## src/rtl/apb_slave_mux.sv

```systemverilog
// -----------------------------------------------------------------------------
// apb_slave_mux
//
// APB completer-side sequencer that sits below the AHB-to-APB bridge. It turns
// the bridge's transfer request into APB setup/access phases, decodes the
// address into a one-hot peripheral select and returns the selected slave's
// response to the bridge. A wait-state watchdog and an unmapped-address
// response keep a hung or missing peripheral from stalling the bridge.
//
// Ports:
//   hclk, hreset         clock and asynchronous active-high reset
//   psel_en, paddr       transfer request and address from the bridge
//   pready_x, pslverr_x  completion / error back to the bridge
//   prdata_x             read data back to the bridge
//   psel, penable        APB select (one-hot) and enable toward the slaves
//   pready_s, pslverr_s  per-slave ready / error
//   prdata_s             per-slave read data, slave i at [i*DW +: DW]
//   clr_status           pulse that clears the sticky status flags
//   timeout_flag         sticky: watchdog abort happened
//   timeout_idx          slave index of the most recent watchdog abort
//   decerr_flag          sticky: unmapped-address access happened
// -----------------------------------------------------------------------------
module apb_slave_mux #(
  parameter int NUM_SLV        = 4,
  parameter int PADDR_WIDTH    = 16,
  parameter int APB_DATA_WIDTH = 32,
  parameter int SEL_BITS       = 3,
  parameter int TIMEOUT        = 16
) (
  input  logic                              hclk,
  input  logic                              hreset,
  input  logic                              psel_en,
  input  logic [PADDR_WIDTH-1:0]            paddr,
  output logic                              pready_x,
  output logic                              pslverr_x,
  output logic [APB_DATA_WIDTH-1:0]         prdata_x,
  output logic [NUM_SLV-1:0]                psel,
  output logic                              penable,
  input  logic [NUM_SLV-1:0]                pready_s,
  input  logic [NUM_SLV-1:0]                pslverr_s,
  input  logic [NUM_SLV*APB_DATA_WIDTH-1:0] prdata_s,
  input  logic                              clr_status,
  output logic                              timeout_flag,
  output logic [SEL_BITS-1:0]               timeout_idx,
  output logic                              decerr_flag
);

  localparam int CNT_W = $clog2(TIMEOUT + 1);
  // Last wait count before the watchdog forces completion.
  localparam logic [CNT_W-1:0]  CNT_LAST  = CNT_W'(TIMEOUT - 1);
  // One extra bit so NUM_SLV == 2**SEL_BITS still compares correctly.
  localparam logic [SEL_BITS:0] SLV_LIMIT = (SEL_BITS + 1)'(NUM_SLV);

  typedef enum logic [1:0] {
    ST_IDLE   = 2'd0,
    ST_ACCESS = 2'd1,
    ST_DONE   = 2'd2
  } state_t;

  state_t               r_state;
  logic [SEL_BITS-1:0]  r_idx;
  logic                 r_err_lat;
  logic [CNT_W-1:0]     r_wait_cnt;

  state_t               w_state_nxt;
  logic [SEL_BITS-1:0]  w_idx_nxt;
  logic                 w_err_lat_nxt;
  logic [CNT_W-1:0]     w_wait_cnt_nxt;
  logic                 w_set_tmo;
  logic                 w_set_dec;

  logic [SEL_BITS-1:0]       w_dec_idx;
  logic                      w_dec_err;
  logic [NUM_SLV-1:0]        w_dec_oh;
  logic [NUM_SLV-1:0]        w_sel_oh;
  logic                      w_sel_rdy;
  logic                      w_sel_err;
  logic [APB_DATA_WIDTH-1:0] w_sel_data;

  // Only the slave-index field of the address takes part in decoding.
  logic w_unused_addr;
  assign w_unused_addr = ^paddr[PADDR_WIDTH-SEL_BITS-1:0];

  assign w_dec_idx = paddr[PADDR_WIDTH-1 -: SEL_BITS];
  assign w_dec_err = ({1'b0, w_dec_idx} >= SLV_LIMIT);

  // Address decode for the setup phase and response mux for the latched slave.
  always_comb begin
    w_dec_oh   = '0;
    w_sel_oh   = '0;
    w_sel_rdy  = 1'b0;
    w_sel_err  = 1'b0;
    w_sel_data = '0;
    for (int i = 0; i < NUM_SLV; i++) begin
      // An out-of-range index matches no slave, so the one-hot stays zero.
      if (w_dec_idx == SEL_BITS'(i)) begin
        w_dec_oh[i] = 1'b1;
      end else begin
        w_dec_oh[i] = 1'b0;
      end
      if (r_idx == SEL_BITS'(i)) begin
        w_sel_oh[i] = 1'b1;
        w_sel_rdy   = pready_s[i];
        w_sel_err   = pslverr_s[i];
        w_sel_data  = prdata_s[i*APB_DATA_WIDTH +: APB_DATA_WIDTH];
      end else begin
        w_sel_oh[i] = 1'b0;
      end
    end
  end

  // Next-state and APB/bridge outputs of the transfer sequencer.
  always_comb begin
    w_state_nxt    = r_state;
    w_idx_nxt      = r_idx;
    w_err_lat_nxt  = r_err_lat;
    w_wait_cnt_nxt = r_wait_cnt;
    w_set_tmo      = 1'b0;
    w_set_dec      = 1'b0;
    psel           = '0;
    penable        = 1'b0;
    pready_x       = 1'b0;
    pslverr_x      = 1'b0;
    prdata_x       = '0;
    case (r_state)
      ST_IDLE: begin
        if (psel_en) begin
          // This cycle is the APB setup phase.
          psel           = w_dec_oh;
          w_idx_nxt      = w_dec_idx;
          w_err_lat_nxt  = w_dec_err;
          w_wait_cnt_nxt = '0;
          w_state_nxt    = ST_ACCESS;
        end else begin
          w_state_nxt = ST_IDLE;
        end
      end
      ST_ACCESS: begin
        if (r_err_lat) begin
          // Unmapped address: answer with an error, never touch a slave.
          pready_x    = 1'b1;
          pslverr_x   = 1'b1;
          w_set_dec   = 1'b1;
          w_state_nxt = ST_DONE;
        end else begin
          psel     = w_sel_oh;
          penable  = 1'b1;
          prdata_x = w_sel_data;
          if (w_sel_rdy) begin
            // Slave ready wins over a watchdog expiry in the same cycle.
            pready_x    = 1'b1;
            pslverr_x   = w_sel_err;
            w_state_nxt = ST_DONE;
          end else if (r_wait_cnt == CNT_LAST) begin
            pready_x    = 1'b1;
            pslverr_x   = 1'b1;
            prdata_x    = '0;
            w_set_tmo   = 1'b1;
            w_state_nxt = ST_DONE;
          end else begin
            w_wait_cnt_nxt = r_wait_cnt + CNT_W'(1);
          end
        end
      end
      ST_DONE: begin
        // Hold while the bridge still requests so a finished transfer is not reissued.
        if (psel_en) begin
          w_state_nxt = ST_DONE;
        end else begin
          w_state_nxt = ST_IDLE;
        end
      end
      default: begin
        w_state_nxt = ST_IDLE;
      end
    endcase
  end

  // Sequencer state register.
  always_ff @(posedge hclk or posedge hreset) begin
    if (hreset) begin
      r_state    <= ST_IDLE;
      r_idx      <= '0;
      r_err_lat  <= 1'b0;
      r_wait_cnt <= '0;
    end else begin
      r_state    <= w_state_nxt;
      r_idx      <= w_idx_nxt;
      r_err_lat  <= w_err_lat_nxt;
      r_wait_cnt <= w_wait_cnt_nxt;
    end
  end

  // Sticky status; a new event beats a clear arriving in the same cycle.
  always_ff @(posedge hclk or posedge hreset) begin
    if (hreset) begin
      timeout_flag <= 1'b0;
      timeout_idx  <= '0;
      decerr_flag  <= 1'b0;
    end else begin
      if (w_set_tmo) begin
        timeout_flag <= 1'b1;
        timeout_idx  <= r_idx;
      end else if (clr_status) begin
        timeout_flag <= 1'b0;
      end else begin
        timeout_flag <= timeout_flag;
      end
      if (w_set_dec) begin
        decerr_flag <= 1'b1;
      end else if (clr_status) begin
        decerr_flag <= 1'b0;
      end else begin
        decerr_flag <= decerr_flag;
      end
    end
  end

endmodule

```

## config.mk

```make
export PLATFORM = sky130hd
export DESIGN_NAME = apb_slave_mux
export DESIGN_NICKNAME = d
export VERILOG_FILES = /design/src/rtl/apb_slave_mux.sv
export SDC_FILE = /design/constraint.sdc
export NUM_CORES = 1
export LEC_CHECK = 0
export ABC_AREA = 1
export BUFFER_PORTS_ARGS = -buffer_cell sky130_fd_sc_hd__buf_2
export CAP_MARGIN = 20
export CORE_UTILIZATION = 30
export CTS_CLUSTER_SIZE = 28
export DETAILED_ROUTE_END_ITERATION = 16
export PLACE_DENSITY = 0.69
export SYNTH_ARGS = -nofsm -noshare
export SYNTH_HDL_FRONTEND = slang
export SYNTH_SLANG_ARGS = --single-unit
```

## constraint.sdc

```tcl
create_clock -name hclk -period 2.5 [get_ports hclk]
set_input_delay 0.5 -clock hclk [delete_from_list [all_inputs] [get_ports hclk]]
set_output_delay 0.5 -clock hclk [all_outputs]
set_load 0.1 [all_outputs]
```

# --- Yosys cells after proc, flatten, opt, wreduce, memory -nomap -nowiden ---
# Cells that the tools add are included.
totals:
  register_bits: 16
  wordCells: 86
op_classes:
  add_sub_neg: 1
  n_lt_le_gt_ge: 1
  n_eq_ne: 14
  muxes: 55
  reduce_logical: 8
op_table:
  columns: ["cell", "count"]
  rows:
  - ["two-way mux 32 bit", 8]
  - ["two-way mux 1 bit", 34]
  - ["two-way mux 5 bit", 4]
  - ["== test 3 x 2 -> 1 bit, second input constant", 4]
  - ["one-hot mux 5 bit (2 select lines)", 1]
  - ["two-way mux 2 bit", 4]
  - ["two-way mux 4 bit", 2]
  - ["inequality test 2 bit, second input constant", 4]
  - ["one-hot mux 4 bit (2 select lines)", 1]
  - ["== test 3 x 1 -> 1 bit, second input constant", 2]
  - ["logical NOT 3 bit", 2]
  - ["one-hot mux 2 bit (3 select lines)", 1]
  - ["nonzero test 2 bit", 3]
  - ["adder 5 x 1 -> 5 bit, second input constant", 1]
  - ["== test 5 x 4 -> 1 bit, second input constant", 1]
  - ["AND reduction 5 bit", 1]
  - ["inequality test 4 bit, second input constant", 1]
  - ["greater-or-equal comparator 3 bit, second input constant", 1]
  - ["== test 2 x 1 -> 1 bit, second input constant", 1]
  - ["== test 2 bit, second input constant", 1]
  - ["logical NOT 2 bit", 1]
  - ["AND reduction 2 bit", 1]

# --- Depth between registers and ports, before layout ---
depth:
  word_depth: 9
  depth_mapped: 9
  ltp_nobuf: 9

# --- Worst setup path after synthesis ---
# OpenSTA, ideal clock, no wires.
synth_path:
  path_kind: "reg2out"
  startpoint: "register r_state[1]"
  endpoint: "output port prdata_x[11]"
  t_arrival_ns: 3.347
  t_required_ns: 2.000
  slack_ns: -1.347
  path_stages_with_launch: 6
  cell_sequence: "dfrtp_1 or2_1 nor2_2 clkbuf_1 o211ai_1 nor2_1"
synth_via:
  elab_chain_len: 2
synth_rtl:
  columns: ["item", "line_no", "source"]
  rows:
  - ["start, declared", "60", "state_t r_state;"]
  - ["start signal, assigned", "187", "r_state <= w_state_nxt;"]
  - ["== test 2 x 1 -> 1 bit", "125", "case (r_state)"]
  - ["two-way mux 32 bit", "125", null]
  - ["end, declared", "36", "output logic [APB_DATA_WIDTH-1:0] prdata_x,"]
# No other way between the ends.

# --- Worst setup path after layout ---
layout_path:
  startpoint: "register r_idx[1]"
  endpoint: "output port prdata_x[1]"
layout_via:
  elab_chain_len: 9
  elab_cells_between_ends: 16
  classes_between: "eq/ne: 3; mux: 12; reduce/logical: 1"
layout_rtl:
  columns: ["item", "line_no", "source"]
  rows:
  - ["start, declared", "61", "logic [SEL_BITS-1:0] r_idx;"]
  - ["start signal, assigned", "188", "r_idx <= w_idx_nxt;"]
  - ["logical NOT 3 bit", "101", "if (r_idx == SEL_BITS'(i)) begin"]
  - ["two-way mux 32 bit (4 in series)", "101", null]
  - ["two-way mux 32 bit", "154", "end else if (r_wait_cnt == CNT_LAST) begin"]
  - ["two-way mux 32 bit *", "149", "if (w_sel_rdy) begin"]
  - ["two-way mux 32 bit *", "139", "if (r_err_lat) begin"]
  - ["two-way mux 32 bit *", "125", null]
# Mark *: on every way between the ends. The rest lies on a longest branch, timed or not.

==> results.md <==
- RR Startpoint: r_wait_cnt[0]
- Gpl congestion: 0.861
- Crit-path max FO: 20
- Skew-Pair Late Insertion Delay: 0.26 ns
- Worst VDD drop: 654 uV
- Area growth syn-to-layout: 110%
- Grt ovf: 0
- Clk pwr share: 0.050
- # IOs: 200
- CTS sink count: 16
- GR Util met3: 0.0584
- Nets: 718
- Post-DP HPWL: 6720 um
- Die Width: 83.5 um
- Number of fill cells in the layout: 552
- Area contributors post-synth: dfrtp_1, nand2_1, nor2_1
- Met2 Usage GRT: 0.458
- Synth warnings: 0
- CORE AREA: 0.00639 mm2
- Busiest grt layer: met2
- RSZ-0062 raised after global routing: true
- Die height: 83.5 um
- Post-Route WL: 9880 um
- Final slew viol count: 0
- #FFs+latches synth: 16
- Psw: 2890 uW
- Site row count: 29
- H-Tree Depth: 1
- Data arrival, critical path: 1.97 ns
- Max frequency: 0.405 GHz
- Avg Synthesized Cell Area: 5.49 um2
- Fin util: 0.656
- Root Driver: clkbuf_8
- Vias in the first global route: 3018
- Layout cells sized above 1: 0.488
- TNS Setup: 0 ns
- DRT antenna net count: 0
- Worst clock skew: 0.00290 ns
- CTS Buffer Depth: 2
- Final worst hold slack: 0.314 ns
- Final hold violations: 0
- Hold buffers post-CTS: 0
- Final min period: 2.47 ns
- Comb pwr share: 0.871
- CP max stage delay: 0.45 ns
- Status: complete, no violations
- Seq/Total Area, Yosys: 0.201
- Post-Syn Instances: 363
- Final Cycle Share: 0.988
- CP Launch Type: register
- Initial DRC Count: 111
- Total power: 4870 uW
- Internal power: 1980 uW
- Antenna violations before repair: 1
- Synth Cell Area: 0.00199 mm2
- CTS buffer count: 3
- PwrDens: 1160 mW/mm2
- DRT Pass-1 Iters: 4
- GR Util All Layers: 0.249
- Sw frac: 0.593
- GR Util met1: 0.276
- Worst slew pin tran: 0.640 ns
- Syn Nets: 521
- Wire per inst: 15.5 um
- Yosys cell types: 24
- Initial core utilization: 0.312
- Via count: 3331
- Worst Setup End Kind: primary output
- Via density per instance: 5.23
- Critical path origin: r_idx[1]
- Clk slew on worst S/H paths: 0.07 ns
- Relative slew slack: 0.573
- Required time of the worst setup path: 2.00 ns
- Yosys top cell area share: 0.201
- Slowest cell on crit path: dfrtp_2
- Worst min path class: in -> async
- Synth area leader: dfrtp_1
- CTS tree: yes
- Largest net degree at the start of global routing: 34
- Final setup vio count: 0
- Setup slack after layout: 0.0300 ns
- Max-Cap Viols: 0
- Sequential Power Share: 0.079
- Drc violations: 0
- Leak: 0.00210 uW
- First-pass GRT wire length: 14000 um
- Number of buffers added on ports: 186
- Worst setup path category: reg -> out
- Crit-path cells: buf_4, nor3_4, buf_6, nand2_1, nand3_1, o211ai_1, nor2_4, buf_12
- Die area: 0.00698 mm2
- Pre-CTS WS: 0.0741 ns
-- power groups by stage --
stage                     clock network (uW)  logic [uW]  registers (uW)
final                                    242        4240             386
after global routing                     256        4470             397
after CTS                                243        3880             377
after detailed placement                   0        3800             389
after global placement                     0        3750             384
after floorplan                            0        2390             447
-- cells by family after synthesis --
family	after synthesis	synth area share
adders and majority gates	2	0.0125
and+or+nand+nor	248	0.519
buffers and inverters	42	0.0847
AOI/OAI and AO/OA	54	0.179
DFF	16	0.201
xor gates and xnor gates	1	0.00439
-- cell usage after synthesis --
cell type / count
a21boi_0: 1
a21oi_1: 11
buf_1: 1
buf_2: 9
clkbuf_1: 12
dfrtp_1: 16
ha_1: 2
inv_1: 17
inv_2: 3
nand2_1: 102
nand2_2: 1
nand3_1: 46
nand3_2: 1
nand4_2: 1
nor2_1: 89
nor2_2: 3
nor3_2: 2
nor3b_1: 1
o211ai_1: 32
o21ai_0: 7
o22ai_1: 3
or2_1: 1
or2_2: 1
xor2_1: 1
-- final timing paths --
check / endpoint / slack [ns] / depth (start not counted)
worst min-delay path: timeout_flag / 0.31 / 2
worst min register to register: timeout_idx[0] / 0.48 / 2
worst max register to register: r_wait_cnt[4] / 0.71 / 9
worst max-delay path: prdata_x[1] / 0.03 / 8
max in group asynchronous: r_idx[1] / 1.73 / 2
min in group hclk: decerr_flag / 0.45 / 2
-- per-stage QoR --
step / cell area [um2] / instances
global route: 4190 / 637
detailed placement: 3750 / 619
global placement: 3750 / 619
floorplan: 2070 / 363
CTS: 3850 / 625
finish: 4190 / 637
-- registers in the layout, summed over array words and instances, names as in the netlist --
register and flops:
timeout_flag 1, decerr_flag 1, r_state 2, timeout_idx 3
r_idx 3, r_err_lat 1, r_wait_cnt 5
-- final cells by class --
cell class	instances	area [um2]	area share
diodes	1	2.50	0.000597
clock buffers	4	55.1	0.0131
inverters	20	88.8	0.0212
multi-input cells	305	1670	0.398
flip-flops and latches	16	403	0.0961
well taps	77	96.3	0.0230
repair buffers	214	1880	0.448
-- placed cells by master (no fill, tap or decap), types with 2 or more instances in the layout --
| cell type | netlist | final |
|---|---|---|
| inv_1 | 17 | 15 |
| nor2_4 | 0 | 24 |
| nor2_1 | 89 | 55 |
| nor3_4 | 0 | 2 |
| a21oi_1 | 11 | 10 |
| buf_4 | 0 | 11 |
| buf_6 | 0 | 9 |
| buf_2 | 9 | 147 |
| nand2_1 | 102 | 102 |
| dfrtp_2 | 0 | 2 |
| inv_2 | 3 | 2 |
| o21ai_0 | 7 | 5 |
| buf_12 | 0 | 42 |
| clkbuf_8 | 0 | 4 |
| clkbuf_16 | 0 | 4 |
| o21ai_2 | 0 | 2 |
| nand3_1 | 46 | 45 |
| o211ai_1 | 32 | 32 |
| o22ai_1 | 3 | 3 |
| dfrtp_1 | 16 | 14 |
| nor2_2 | 3 | 13 |
-- repair_timing --
action	in CTS	in global routing
gates cloned	0	6
setup endpoints to repair	34	33
pin swaps	1	5
buffers inserted	2	5
gates resized for setup	12	52
-- worst max-delay path: cells and delay by family, from the launching register on --
kind,cells,cell delay [ns]
buffers and inverters,3,0.59
AND/OR/NAND/NOR,4,0.51
flip-flops,1,0.45
AO/OA/AOI/OAI,1,0.15
-- layer usage --
| metal | share of wire | vias up |
|---|---|---|
| met4 | 0.025 | 0 |
| met3 | 0.077 | 22 |
| met2 | 0.51 | 180 |
| li1 | - | 1591 |
| met5 | 0 | - |
| met1 | 0.39 | 1538 |
Power figures use the tool's default switching activity.
